**config.mk**
```make
export PLATFORM = sky130hd
export DESIGN_NAME = elevator_request_scheduler
export DESIGN_NICKNAME = d
export VERILOG_FILES = /design/src/rtl/parking_lot_pkg.sv /design/src/rtl/request_fifo.sv /design/src/rtl/elevator_request_scheduler.sv
export SDC_FILE = /design/constraint.sdc
export NUM_CORES = 1
export LEC_CHECK = 0
export ABC_AREA = 1
export CAP_MARGIN = 20
export CORE_AREA = 8 8 110 112
export DETAILED_ROUTE_END_ITERATION = 10
export DIE_AREA = 0 0 118 120
export PLACE_DENSITY = 0.8
export SLEW_MARGIN = 20
export SYNTH_ARGS = -nofsm -noshare
export SYNTH_HDL_FRONTEND = slang
export SYNTH_HIERARCHICAL = 1
export SYNTH_SLANG_ARGS = --single-unit
export TNS_END_PERCENT = 1
```
**constraint.sdc**
```tcl
create_clock -name clock -period 1.95 [get_ports clock]
set_input_delay 0.585 -clock clock [delete_from_list [all_inputs] [get_ports clock]]
set_output_delay 0.585 -clock clock [all_outputs]
set_load 0.02 [all_outputs]
```
**src/rtl/parking_lot_pkg.sv**
```systemverilog
// Shared encodings for the parking-lot elevator front end: command types,
// scheduler FSM states and the layout of a queued car request.
package parking_lot_pkg;

  localparam int PLATE_W = 16;

  localparam logic [1:0] CMD_NONE = 2'b00;
  localparam logic [1:0] CMD_IN   = 2'b01;
  localparam logic [1:0] CMD_OUT  = 2'b10;
  localparam logic [1:0] CMD_LEAK = 2'b11;

  localparam logic [1:0] ST_IDLE      = 2'd0;
  localparam logic [1:0] ST_ISSUE     = 2'd1;
  localparam logic [1:0] ST_WAIT_DONE = 2'd2;

  // One queued car request: direction flag plus BCD plate (17 bits total).
  typedef struct packed {
    logic               isOut;
    logic [PLATE_W-1:0] plate;
  } carReq_t;

endpackage

```
**src/rtl/request_fifo.sv**
```systemverilog
// First-word-fall-through FIFO holding pending car requests.
// Pushes while full and pops while empty are silently ignored here; the
// scheduler decides what counts as a dropped request.
module request_fifo #(
  parameter int DEPTH = 4,
  parameter int WIDTH = 17
) (
  input  logic                     clock,
  input  logic                     reset,
  input  logic                     push,
  input  logic                     pop,
  input  logic [WIDTH-1:0]         pushData,
  output logic [WIDTH-1:0]         headData,
  output logic [$clog2(DEPTH):0]   count,
  output logic                     full,
  output logic                     empty
);

  localparam int AW = $clog2(DEPTH);
  localparam int CW = AW + 1;

  logic [WIDTH-1:0] mem_q [DEPTH];
  logic [AW-1:0]    wrPtr_q;
  logic [AW-1:0]    rdPtr_q;
  logic [CW-1:0]    count_q;
  logic             doPush;
  logic             doPop;

  assign full     = (count_q == CW'(DEPTH));
  assign empty    = (count_q == '0);
  assign doPush   = push & ~full;
  assign doPop    = pop & ~empty;
  assign headData = mem_q[rdPtr_q];
  assign count    = count_q;

  // Storage array; contents need no reset because occupancy guards every read.
  always_ff @(posedge clock) begin
    if (doPush) begin
      mem_q[wrPtr_q] <= pushData;
    end
  end

  // Pointers wrap naturally at DEPTH; occupancy is unchanged on push+pop.
  always_ff @(posedge clock or posedge reset) begin
    if (reset) begin
      wrPtr_q <= '0;
      rdPtr_q <= '0;
      count_q <= '0;
    end else begin
      if (doPush) wrPtr_q <= wrPtr_q + AW'(1);
      if (doPop)  rdPtr_q <= rdPtr_q + AW'(1);
      case ({doPush, doPop})
        2'b10:   count_q <= count_q + CW'(1);
        2'b01:   count_q <= count_q - CW'(1);
        default: count_q <= count_q;
      endcase
    end
  end

endmodule

```
**src/rtl/elevator_request_scheduler.sv**
```systemverilog
// Front-end sequencer: captures park-in/park-out/leakage requests, buffers
// car requests in a FIFO, and hands commands one at a time to the elevator
// controller, waiting for done (or a timeout) between commands. A pending
// leak always beats the FIFO head but never preempts a command in flight.
module elevator_request_scheduler
  import parking_lot_pkg::*;
#(
  parameter int DEPTH   = 4,
  parameter int TIMEOUT = 64
) (
  input  logic               clock,
  input  logic               reset,
  input  logic [PLATE_W-1:0] license_plate,
  input  logic               in_mode,
  input  logic               out_mode,
  input  logic               leakage,
  input  logic [2:0]         leakage_floor,
  output logic               cmd_valid,
  output logic [1:0]         cmd_type,
  output logic [PLATE_W-1:0] cmd_plate,
  output logic [2:0]         cmd_floor,
  input  logic               cmd_ready,
  input  logic               done,
  output logic               busy,
  output logic [3:0]         queue_count,
  output logic               queue_full,
  output logic               drop,
  output logic               timeout
);

  logic [1:0]         state_q, state_d;
  logic               cmdValid_q, cmdValid_d;
  logic [1:0]         cmdType_q, cmdType_d;
  logic [PLATE_W-1:0] cmdPlate_q, cmdPlate_d;
  logic [2:0]         cmdFloor_q, cmdFloor_d;
  logic [7:0]         timer_q, timer_d;
  logic               timeout_q, timeout_d;
  logic               drop_q;
  logic               leakPending_q;
  logic [2:0]         leakFloor_q;

  logic                  carReq, carBad, leakOk, leakTake, dropNow;
  logic                  popEn, fifoFull, fifoEmpty;
  carReq_t               pushData, headData;
  logic [$clog2(DEPTH):0] fifoCount;

  assign carBad   = (in_mode & out_mode) | ((in_mode | out_mode) & (license_plate == '0));
  assign carReq   = (in_mode ^ out_mode) & (license_plate != '0);
  assign leakOk   = leakage & (leakage_floor != 3'd0);
  assign leakTake = (state_q == ST_IDLE) & leakPending_q;
  assign popEn    = (state_q == ST_IDLE) & ~leakPending_q & ~fifoEmpty;
  assign pushData = '{isOut: out_mode, plate: license_plate};
  assign dropNow  = carBad
                  | (carReq & fifoFull)
                  | (leakage & (leakage_floor == 3'd0))
                  | (leakOk & leakPending_q & ~leakTake);

  request_fifo #(
    .DEPTH (DEPTH),
    .WIDTH ($bits(carReq_t))
  ) u_fifo (
    .clock    (clock),
    .reset    (reset),
    .push     (carReq),
    .pop      (popEn),
    .pushData (pushData),
    .headData (headData),
    .count    (fifoCount),
    .full     (fifoFull),
    .empty    (fifoEmpty)
  );

  // Leak register: a new alarm overwrites the floor; a take clears pending
  // unless a fresh alarm lands on the same edge.
  always_ff @(posedge clock or posedge reset) begin
    if (reset) begin
      leakPending_q <= 1'b0;
      leakFloor_q   <= 3'd0;
    end else if (leakOk) begin
      leakPending_q <= 1'b1;
      leakFloor_q   <= leakage_floor;
    end else if (leakTake) begin
      leakPending_q <= 1'b0;
    end
  end

  // Next-state and command-field logic for IDLE -> ISSUE -> WAIT_DONE.
  always_comb begin
    state_d    = state_q;
    cmdValid_d = cmdValid_q;
    cmdType_d  = cmdType_q;
    cmdPlate_d = cmdPlate_q;
    cmdFloor_d = cmdFloor_q;
    timer_d    = timer_q;
    timeout_d  = 1'b0;
    case (state_q)
      ST_IDLE: begin
        if (leakPending_q) begin
          state_d    = ST_ISSUE;
          cmdValid_d = 1'b1;
          cmdType_d  = CMD_LEAK;
          cmdPlate_d = '0;
          cmdFloor_d = leakFloor_q;
        end else if (!fifoEmpty) begin
          state_d    = ST_ISSUE;
          cmdValid_d = 1'b1;
          cmdType_d  = headData.isOut ? CMD_OUT : CMD_IN;
          cmdPlate_d = headData.plate;
          cmdFloor_d = 3'd0;
        end
      end
      ST_ISSUE: begin
        if (cmd_ready) begin
          state_d    = ST_WAIT_DONE;
          cmdValid_d = 1'b0;
          timer_d    = 8'd0;
        end
      end
      ST_WAIT_DONE: begin
        if (done || (timer_q == 8'(TIMEOUT - 1))) begin
          state_d    = ST_IDLE;
          cmdValid_d = 1'b0;
          cmdType_d  = CMD_NONE;
          cmdPlate_d = '0;
          cmdFloor_d = 3'd0;
          timeout_d  = ~done;
        end else begin
          timer_d = timer_q + 8'd1;
        end
      end
      default: begin
        state_d    = ST_IDLE;
        cmdValid_d = 1'b0;
        cmdType_d  = CMD_NONE;
        cmdPlate_d = '0;
        cmdFloor_d = 3'd0;
      end
    endcase
  end

  // Registered FSM state, command outputs and one-cycle status pulses.
  always_ff @(posedge clock or posedge reset) begin
    if (reset) begin
      state_q    <= ST_IDLE;
      cmdValid_q <= 1'b0;
      cmdType_q  <= CMD_NONE;
      cmdPlate_q <= '0;
      cmdFloor_q <= 3'd0;
      timer_q    <= 8'd0;
      timeout_q  <= 1'b0;
      drop_q     <= 1'b0;
    end else begin
      state_q    <= state_d;
      cmdValid_q <= cmdValid_d;
      cmdType_q  <= cmdType_d;
      cmdPlate_q <= cmdPlate_d;
      cmdFloor_q <= cmdFloor_d;
      timer_q    <= timer_d;
      timeout_q  <= timeout_d;
      drop_q     <= dropNow;
    end
  end

  assign cmd_valid   = cmdValid_q;
  assign cmd_type    = cmdType_q;
  assign cmd_plate   = cmdPlate_q;
  assign cmd_floor   = cmdFloor_q;
  assign busy        = (state_q != ST_IDLE);
  assign queue_count = 4'(fifoCount);
  assign queue_full  = fifoFull;
  assign drop        = drop_q;
  assign timeout     = timeout_q;

endmodule

```
# == Yosys cells after proc, flatten, opt, wreduce, memory -nomap -nowiden ==
# Memory sizes are Yosys's and may differ from the RTL's.
# Index checks and enable logic that the tools add are counted.
# totals
mem_count,1
out_inout_bits,30
register_bits,45
latch_bits,0
romBits,0
ram_bits,68
# memory_table
name,words,word_bits,rd,rd_ports_with_merged_regs,wr,line,rtl
u_fifo.mem_q,4,17,1,0,1,request_fifo.sv:22,logic [WIDTH-1:0] mem_q [DEPTH];
# op_classes
n_addsub,5
eq_ne,10
reduce_logical,14
div,0
multipliers,0
shift,0
n_lt_le_gt_ge,0
bitwise,25
muxes,32
# ops
op,n
two-way mux 16 bit,3
case mux 16 bit (3 select lines),1
zero test 16 bit,1
two-way mux 8 bit,2
case mux 8 bit (2 select lines),1
nonzero test 16 bit,1
two-way mux 2 bit,7
bitwise AND 1 bit,13
case mux 2 bit (3 select lines),2
two-way mux 1 bit,10
two-way mux 3 bit,3
case mux 3 bit (3 select lines),1
AND reduction 3 bit,3
"adder 8 x 1 -> 8 bit, second input constant",1
"equality test 8 x 6 -> 1 bit, second input constant",1
nonzero test 2 bit,4
zero test 3 bit,2
"!= test 2 bit, second input constant",3
NOT 1 bit,6
case mux 3 bit (2 select lines),1
OR 1 bit,5
"adder 2 x 1 -> 2 bit, second input constant",2
"equality test 2 x 1 -> 1 bit, second input constant",2
"equality test 2 bit, second input constant",2
9 further kinds,9

# == Depth between registers and ports, before layout ==
# Gate-level depths: netlist of run 1.
# logic_depth
depth_word,6
ltp_mapped,15
mapped_depth_nobuf,14

# == Modules after synthesis ==
# Netlist of run 1, hierarchy kept.
# modules_own_cells
mod,seq_area_each_um2,cells_per_inst,area_each_um2,instances
request_fifo,2217.1,260,3193.1,1
elevator_request_scheduler,925.9,236,1865.5,1

# == Worst setup path after synthesis of run 1 ==
# Ideal clock, no wire load.
# synth_path
kind,in2reg
start,input port in_mode
end,"memory u_fifo.mem_q[0][0], enable pin"
slack_ns,-0.551
t_arrival_ns,2.110
n_path_buf,0
setup_time_ns,0.391
path_stages,5
cell_sequence,inv_1 ha_1 a21boi_0 nand2_1 nor2_1
# synth_between
elab_chain_cells,5
# synth_lines
item,line,rtl
from (decl),elevator_request_scheduler.sv:14,"input logic in_mode,"
XOR 1 bit,elevator_request_scheduler.sv:48,assign carReq = (in_mode ^ out_mode) & (license_plate != '0);
bitwise AND 1 bit,elevator_request_scheduler.sv:48,
via carReq,elevator_request_scheduler.sv:42,"logic carReq, carBad, leakOk, leakTake, dropNow;"
bitwise AND 1 bit,request_fifo.sv:31,assign doPush = push & ~full;
two-way mux 1 bit,request_fifo.sv:38,if (doPush) begin
two-way mux 1 bit (not written as such),request_fifo.sv:39,mem_q[wrPtr_q] <= pushData;
to (decl),request_fifo.sv:22,
# The timed path passes the listed nets, and every way through them passes these cells.

# == Worst setup path in the final report of run 1 ==
# layout_path
start,input port out_mode
end,register u_fifo.count_q[1] (netlist: u_fifo/count[1])
# layout_between
elab_chain_cells,5
elab_cells_between_ends,7
classes_between,eq/ne (2); mux (1); bitwise (3); reduce/logical (1)
# layout_lines
item,line,rtl
from (decl),elevator_request_scheduler.sv:15,"input logic out_mode,"
XOR 1 bit (*),elevator_request_scheduler.sv:48,
bitwise AND 1 bit (*),elevator_request_scheduler.sv:48,
via carReq,elevator_request_scheduler.sv:42,
bitwise AND 1 bit (*),request_fifo.sv:31,
equality test 2 x 1 -> 1 bit / equality test 2 bit (equally long branches),request_fifo.sv:52,"case ({doPush, doPop})"
case mux 3 bit (2 select lines) / nonzero test 2 bit (equally long branches),-,
to (signal assigned),request_fifo.sv:53,2'b10: count_q <= count_q + CW'(1);
to (signal assigned),request_fifo.sv:54,2'b01: count_q <= count_q - CW'(1);
to (signal assigned),request_fifo.sv:55,default: count_q <= count_q;
to (decl),request_fifo.sv:25,logic [CW-1:0] count_q;
# The timed path passes the listed nets; every way through them passes the cells marked *.
# A chain may end at the register's enable or synchronous reset.

==> results.py, run 1 <==
metrics = {
    "outcome": {
        "outcome": "complete, no violations",
    },
    "final_layout": {
        "mostFrequentLayoutCells": "168 x nand2_1, 68 x edfxtp_1, 60 x inv_1, 43 x buf_4, 40 x dfrtp_1",
        "diodes": 0,
        "final_common_cell": "nand2_1",
        "finalNetCount": 629,
        "postLayoutCoreUtil_pct": 61.9,
        "syn2layout_area_growth_pct": 28.6,
        "multi_input_area_um2": 1640,
        "n_fill_cell": 803,
        "fin_cells": 739,
        "drive_gt1_share_pct": 20.4,
        "seq_area_um2": 3150,
    },
    "routing": {
        "first_iter_violations": 205,
        "met2_length_mm": 5.48,
        "wl_met1_mm": 4.65,
        "drt-total-wl_mm": 10.7,
        "vias": 3628,
        "firstDrtPassIters": 4,
        "vias_per_cell": 4.91,
        "route.met3.wl_um": 439,
        "highest_layer": "met4",
        "drc": 0,
        "ant_nets": 0,
        "wl_per_cell_um": 14.5,
    },
    "setup_path": {
        "reg2reg_to": "u_fifo/count[2]",
        "endpoint_kind": "flip-flop",
        "required_ns": 2.26,
        "regToRegSetupSlack_ns": 0.07,
        "reg2reg_from": "u_fifo/count[2]",
        "path_class": "input port to flip-flop",
        "reg2reg_depth": 13,
        "setup.worst_path.start_class": "input port",
        "path_max_fanout": 3,
        "crit_arrival_ns": 2.22,
    },
    "yosys": {
        "ys_seq_area_share_pct": 62.1,
        "syn_nets": 531,
        "ys_async_sr_fraction_pct": 39.3,
        "syn_area_um2": 5060,
        "ys_top_cells_by_area": "edfxtp_1 40%, dfrtp_1 22%, nand2_1 13%",
        "synth_edf_count": 68,
        "yosys_warnings": 6,
        "synth_area_per_cell_um2": 10.2,
        "synthCells": 496,
        "ys_seq_elements": 112,
        "netlist-cell-type-count": 31,
        "synth_top_area_share_pct": 40.4,
        "synth_area_leader_cell": "edfxtp_1",
        "synth_ff_type": "edfxtp_1",
    },
    "floorplanning": {
        "fp-row-count": 38,
        "core-area_um2": 10500,
        "die_w_um": 118,
        "ios": 56,
        "die_h_um": 120,
        "start_util_pct": 48.1,
        "dieArea_um2": 14200,
    },
    "sta": {
        "min_period_ns": 1.92,
        "rsz0062_at_grt": "yes",
        "fin_tns_setup_ns": 0,
        "fmax_ghz": 0.521,
        "finalCritPeriodShare_pct": 98.4,
        "setup_viol": 0,
        "final.setup_skew_ns": 0.0161,
        "hold_viol": 0,
        "slew_viol_final": 0,
    },
    "cts": {
        "clock_latency_ns": 0.37,
        "clk_pin_slew_ns": 0.11,
        "cts.sinks": 112,
        "cts-buffers-inserted": 9,
        "htree_num_levels": 3,
        "cts_tree": "built",
        "cts_buffer_depth": 2,
        "clockRootBuffer": "clkbuf_8",
    },
    "flow_run": {
        "maxCapViolations": 0,
    },
    "global_route": {
        "track_usage_pct": 15.4,
        "grt_pass1_vias": 3621,
        "grt_first_pass_wirelength_mm": 17.6,
        "grt_overflow_total": 0,
        "grt_max_degree": 45,
        "antenna_found_initial": 0,
    },
    "power_and_ir_drop": {
        "p_per_area_nw_per_um2": 1370,
        "p_leak_nw": 3.28,
        "ir_drop_mv": 0.734,
        "power_mw": 8.94,
    },
    "placed_design": {
        "portBuffers": 54,
        "gp_routability_congestion": 0.814,
        "placed_cells": 718,
        "hpwl_mm": 7.86,
    },
    "min_path": {
        "holdCritPathClass": "input port to async pin",
    },
}
-- layer usage --
layer | vias up | global-route usage, %
li1 | 1801 | -
met3 | 14 | 3.43
met2 | 93 | 27.2
met4 | 0 | 4.96
met1 | 1720 | 18.3
met5 | - | 0
-- synthesized netlist by cell type (2+ instances only) --
library cell,n
nand2_4,2
ha_1,8
nor2_1,29
dfrtp_1,44
nand2_1,173
buf_4,2
nand4_1,3
inv_1,68
edfxtp_1,68
o211ai_2,9
o211ai_1,25
a21oi_1,4
o21ai_0,6
buf_2,7
inv_2,4
nand3_1,21
nor2_4,3
buf_6,6
nand3_2,2
-- final cells by class --
type                            instances  share of cell area, %
Sequential cell                       112                   48.4
Multi-Input combinational cell        296                   25.2
Timing Repair Buffer                  102                   15.4
Inverter                               73                   4.33
Tap cell                              140                   2.69
Clock inverter                          7                   2.08
Clock buffer                            9                   1.90
-- sequential cells by signal, indices dropped and copies added, names as in the netlist --
signal          count
leakFloor_q         3
state_q             2
drop                1
timer_q             8
cmd_type            2
u_fifo/rdPtr_q      2
cmd_plate          16
leakPending_q       1
cmd_floor           3
timeout             1
u_fifo/count        3
u_fifo/mem_q       68
u_fifo/wrPtr_q      2
-- kinds of logic (layout without fill, tap and decap cells) --
logic type	after synthesis	in the layout	synth area share (%)
adders and majority gates	9	9	2.37
and+or+nand+nor	239	239	20.2
buffers and inverters	88	191	7.79
other	1	1	0.0741
AOI/OAI and AO/OA	46	46	7.22
xor gates and xnor gates	1	1	0.173
DFF	112	112	62.1
-- critical path, cell delays in order --
cell and delay (ns):
dlygate4sd2_1 0.24, inv_2 0.06, ha_4 0.26, a21boi_4 0.20
nand2_2 0.10, ha_4 0.17, inv_2 0.06, fa_2 0.43
o21ai_1 0.12
-- worst max-delay path by stage --
stage                 startpoint         endpoint  slack, ns  depth (start not counted)
6_report                out_mode  u_fifo/count[1]       0.03                          9
5_1_grt                  in_mode  u_fifo/count[1]      -0.03                          9
4_1_cts        license_plate[12]  u_fifo/count[2]      -0.19                         13
3_5_place_dp            out_mode  u_fifo/count[1]      -0.70                          9
3_3_place_gp             in_mode  u_fifo/count[2]      -0.60                         12
2_1_floorplan         state_q[0]  u_fifo/count[2]      -0.17                         13
-- report_power, final --
part,leakage (nW),switching [mW],internal (mW),total [mW]
registers,1.20,0.318,3.17,3.49
clock network,0.129,0.819,0.882,1.70
logic,1.95,2.28,1.47,3.75
-- through the flow --
stage | hold slack [ns] | cell area (um^2) | setup slack [ns]
3_3_place_gp | 0.455 | 6090 | -0.603
5_1_grt | 0.498 | 6500 | -0.0326
3_5_place_dp | 0.462 | 6090 | -0.699
4_1_cts | 0.480 | 6360 | -0.189
6_report | 0.478 | 6500 | 0.0321
2_1_floorplan | 0.388 | 5110 | -0.175
-- what timing repair did --
item                                   CTS  global route
setup buffers                            0             5
endpoints found under the hold margin    0             0
setup endpoints to repair               86            84
pin swaps                                3            18
hold buffers                             0             0
resized for setup                       31            44
No activity file was read; power rests on OpenSTA's default activity.
==> inputs of run 2 (changes only) <==
SKIP_CTS_REPAIR_TIMING = 1   (was default)
==> results.py, run 2 (synthesis results as in run 1) <==
metrics = {
    "cts": {
        "clockRootBuffer": "clkbuf_8",
        "cts-buffers-inserted": 9,
        "cts_tree": "built",
        "cts_buffer_depth": 2,
        "clk_pin_slew_ns": 0.11,
        "htree_num_levels": 3,
        "clock_latency_ns": 0.37,
        "cts.sinks": 112,
    },
    "setup_path": {
        "setup.worst_path.start_class": "input port",
        "regToRegSetupSlack_ns": -0.04,
        "reg2reg_to": "u_fifo/count[2]",
        "path_max_fanout": 3,
        "required_ns": 2.23,
        "cp_slowest_cell": "clkdlybuf4s50_1",
        "endpoint_kind": "flip-flop",
        "crit_arrival_ns": 2.38,
        "path_class": "input port to flip-flop",
        "critical-path-top-delay-family": "simple AND/OR/NAND/NOR gates",
        "crit_top_cell": "nand2_1",
        "slowest_delay_ns": 0.43,
        "cp_num_buf_inv": 2,
        "reg2reg_from": "u_fifo/count[2]",
        "crit_chain": "clkdlybuf4s50_1 > nor2_2 > nand2_1 > nor2_4 > a21boi_4 > nand2_2 > ha_4 > inv_2 > fa_2 > nand2_1 > nand3_1 > nand2_1 > nand2_1",
        "reg2reg_depth": 13,
    },
    "final_layout": {
        "finalNetCount": 624,
        "final_common_cell": "nand2_1",
        "n_fill_cell": 804,
        "largest_register_ffs": 68,
        "regMostFlops": "u_fifo/mem_q",
        "syn2layout_area_growth_pct": 28.0,
        "mostFrequentLayoutCells": "171 x nand2_1, 68 x edfxtp_1, 65 x inv_1, 40 x dfrtp_1, 39 x buf_4",
        "drive_gt1_share_pct": 18.0,
        "postLayoutCoreUtil_pct": 61.6,
        "fin_cells": 734,
        "final_area_um2": 6480,
        "diodes": 0,
    },
    "global_route": {
        "track_usage_pct": 15.3,
        "grt_pass1_vias": 3602,
        "grt_overflow_total": 0,
        "antenna_found_initial": 0,
        "grt_max_degree": 45,
        "grt_first_pass_wirelength_mm": 17.5,
    },
    "power_and_ir_drop": {
        "p_leak_nw": 3.32,
        "p_comb_share_pct": 41.9,
        "pwr-share-seq_pct": 39.1,
        "internal_power_mw": 5.54,
        "p_per_area_nw_per_um2": 1380,
        "power_frac_clock_pct": 19.0,
        "ir_drop_mv": 0.733,
        "switching_power_mw": 3.39,
        "p_sw_share_pct": 38.0,
    },
    "floorplanning": {
        "die_w_um": 118,
        "ios": 56,
        "fp-row-count": 38,
        "dieArea_um2": 14200,
        "start_util_pct": 48.1,
        "die_h_um": 120,
        "core-area_um2": 10500,
    },
    "outcome": {
        "violations": "negative setup slack",
        "outcome": "finished with violations",
    },
    "sta": {
        "fmax_ghz": 0.475,
        "finalCritPeriodShare_pct": 108,
        "rsz0062_at_grt": "yes",
        "slew_viol_final": 0,
        "setup_viol": 70,
        "hold_viol": 0,
        "fin_ws_ns": -0.156,
        "fin_tns_setup_ns": -1.93,
        "min_period_ns": 2.11,
        "final.setup_skew_ns": 0.0158,
    },
    "routing": {
        "wl_per_cell_um": 14.6,
        "ant_nets": 0,
        "vias": 3623,
        "firstDrtPassIters": 5,
        "drc": 0,
        "drt-total-wl_mm": 10.7,
        "vias_per_cell": 4.94,
        "first_iter_violations": 203,
    },
    "placed_design": {
        "portBuffers": 54,
        "place_area_um2": 6090,
        "place_worst_setup_slack_ns": -0.699,
        "placed_cells": 718,
        "gp_routability_congestion": 0.814,
        "hpwl_mm": 7.86,
    },
    "min_path": {
        "holdCritPathClass": "input port to async pin",
    },
    "flow_run": {
        "maxCapViolations": 0,
    },
}
[run 2: area by class of cell]
type	count	area [um^2]	share of cell area, %
flip-flops and latches	112	3150	48.6
multi-input cells	296	1620	25.0
repair buffers	97	998	15.4
inverters	73	277	4.27
well taps	140	175	2.70
clock inverters	7	135	2.09
clock buffers	9	124	1.91
[run 2: power by group through the flow]
stage	registers [mW]	clock network [mW]	logic, mW
3_5_place_dp	3.55	0	3.77
2_1_floorplan	3.80	0	2.05
3_3_place_gp	3.52	0	3.63
5_1_grt	3.55	1.83	4.10
4_1_cts	3.50	1.73	3.79
6_report	3.49	1.70	3.74
[run 2: worst max path at each step]
| stage | start | endpoint | slack, ns | cells past startpoint |
|---|---|---|---|---|
| global route | license_plate[15] | u_fifo/count[2] | -0.21 | 13 |
| CTS | u_fifo/count[1] | queue_full | -0.39 | 4 |
| detailed placement | out_mode | u_fifo/count[1] | -0.70 | 9 |
| floorplan | state_q[0] | u_fifo/count[2] | -0.17 | 13 |
| finish | license_plate[15] | u_fifo/count[2] | -0.16 | 13 |
| global placement | in_mode | u_fifo/count[2] | -0.60 | 12 |
[run 2: worst register-to-register path: stages (launching register included)]
cell and delay (ns):
dfrtp_2 0.41, inv_1 0.07, nand3_2 0.16, inv_1 0.12, nor3_4 0.18, nand2_4 0.07, inv_2 0.09, ha_4 0.13
inv_2 0.04, fa_2 0.34, nand2_1 0.10, nand3_1 0.08, nand2_1 0.07, nand2_1 0.04
[run 2: metal layers]
metal / global-route usage, % / routed length [um] / vias up
met5: 0 / 0 / -
met4: 4.96 / 169 / 0
met3: 3.43 / 402 / 14
met2: 27.0 / 5520 / 85
met1: 18.2 / 4650 / 1733
li1: - / - / 1791
[run 2: through the flow]
stage | hold slack [ns] | total power [mW]
floorplan | 0.388 | 5.85
global placement | 0.455 | 7.15
detailed placement | 0.462 | 7.32
CTS | 0.480 | 9.02
global route | 0.498 | 9.48
finish | 0.477 | 8.93
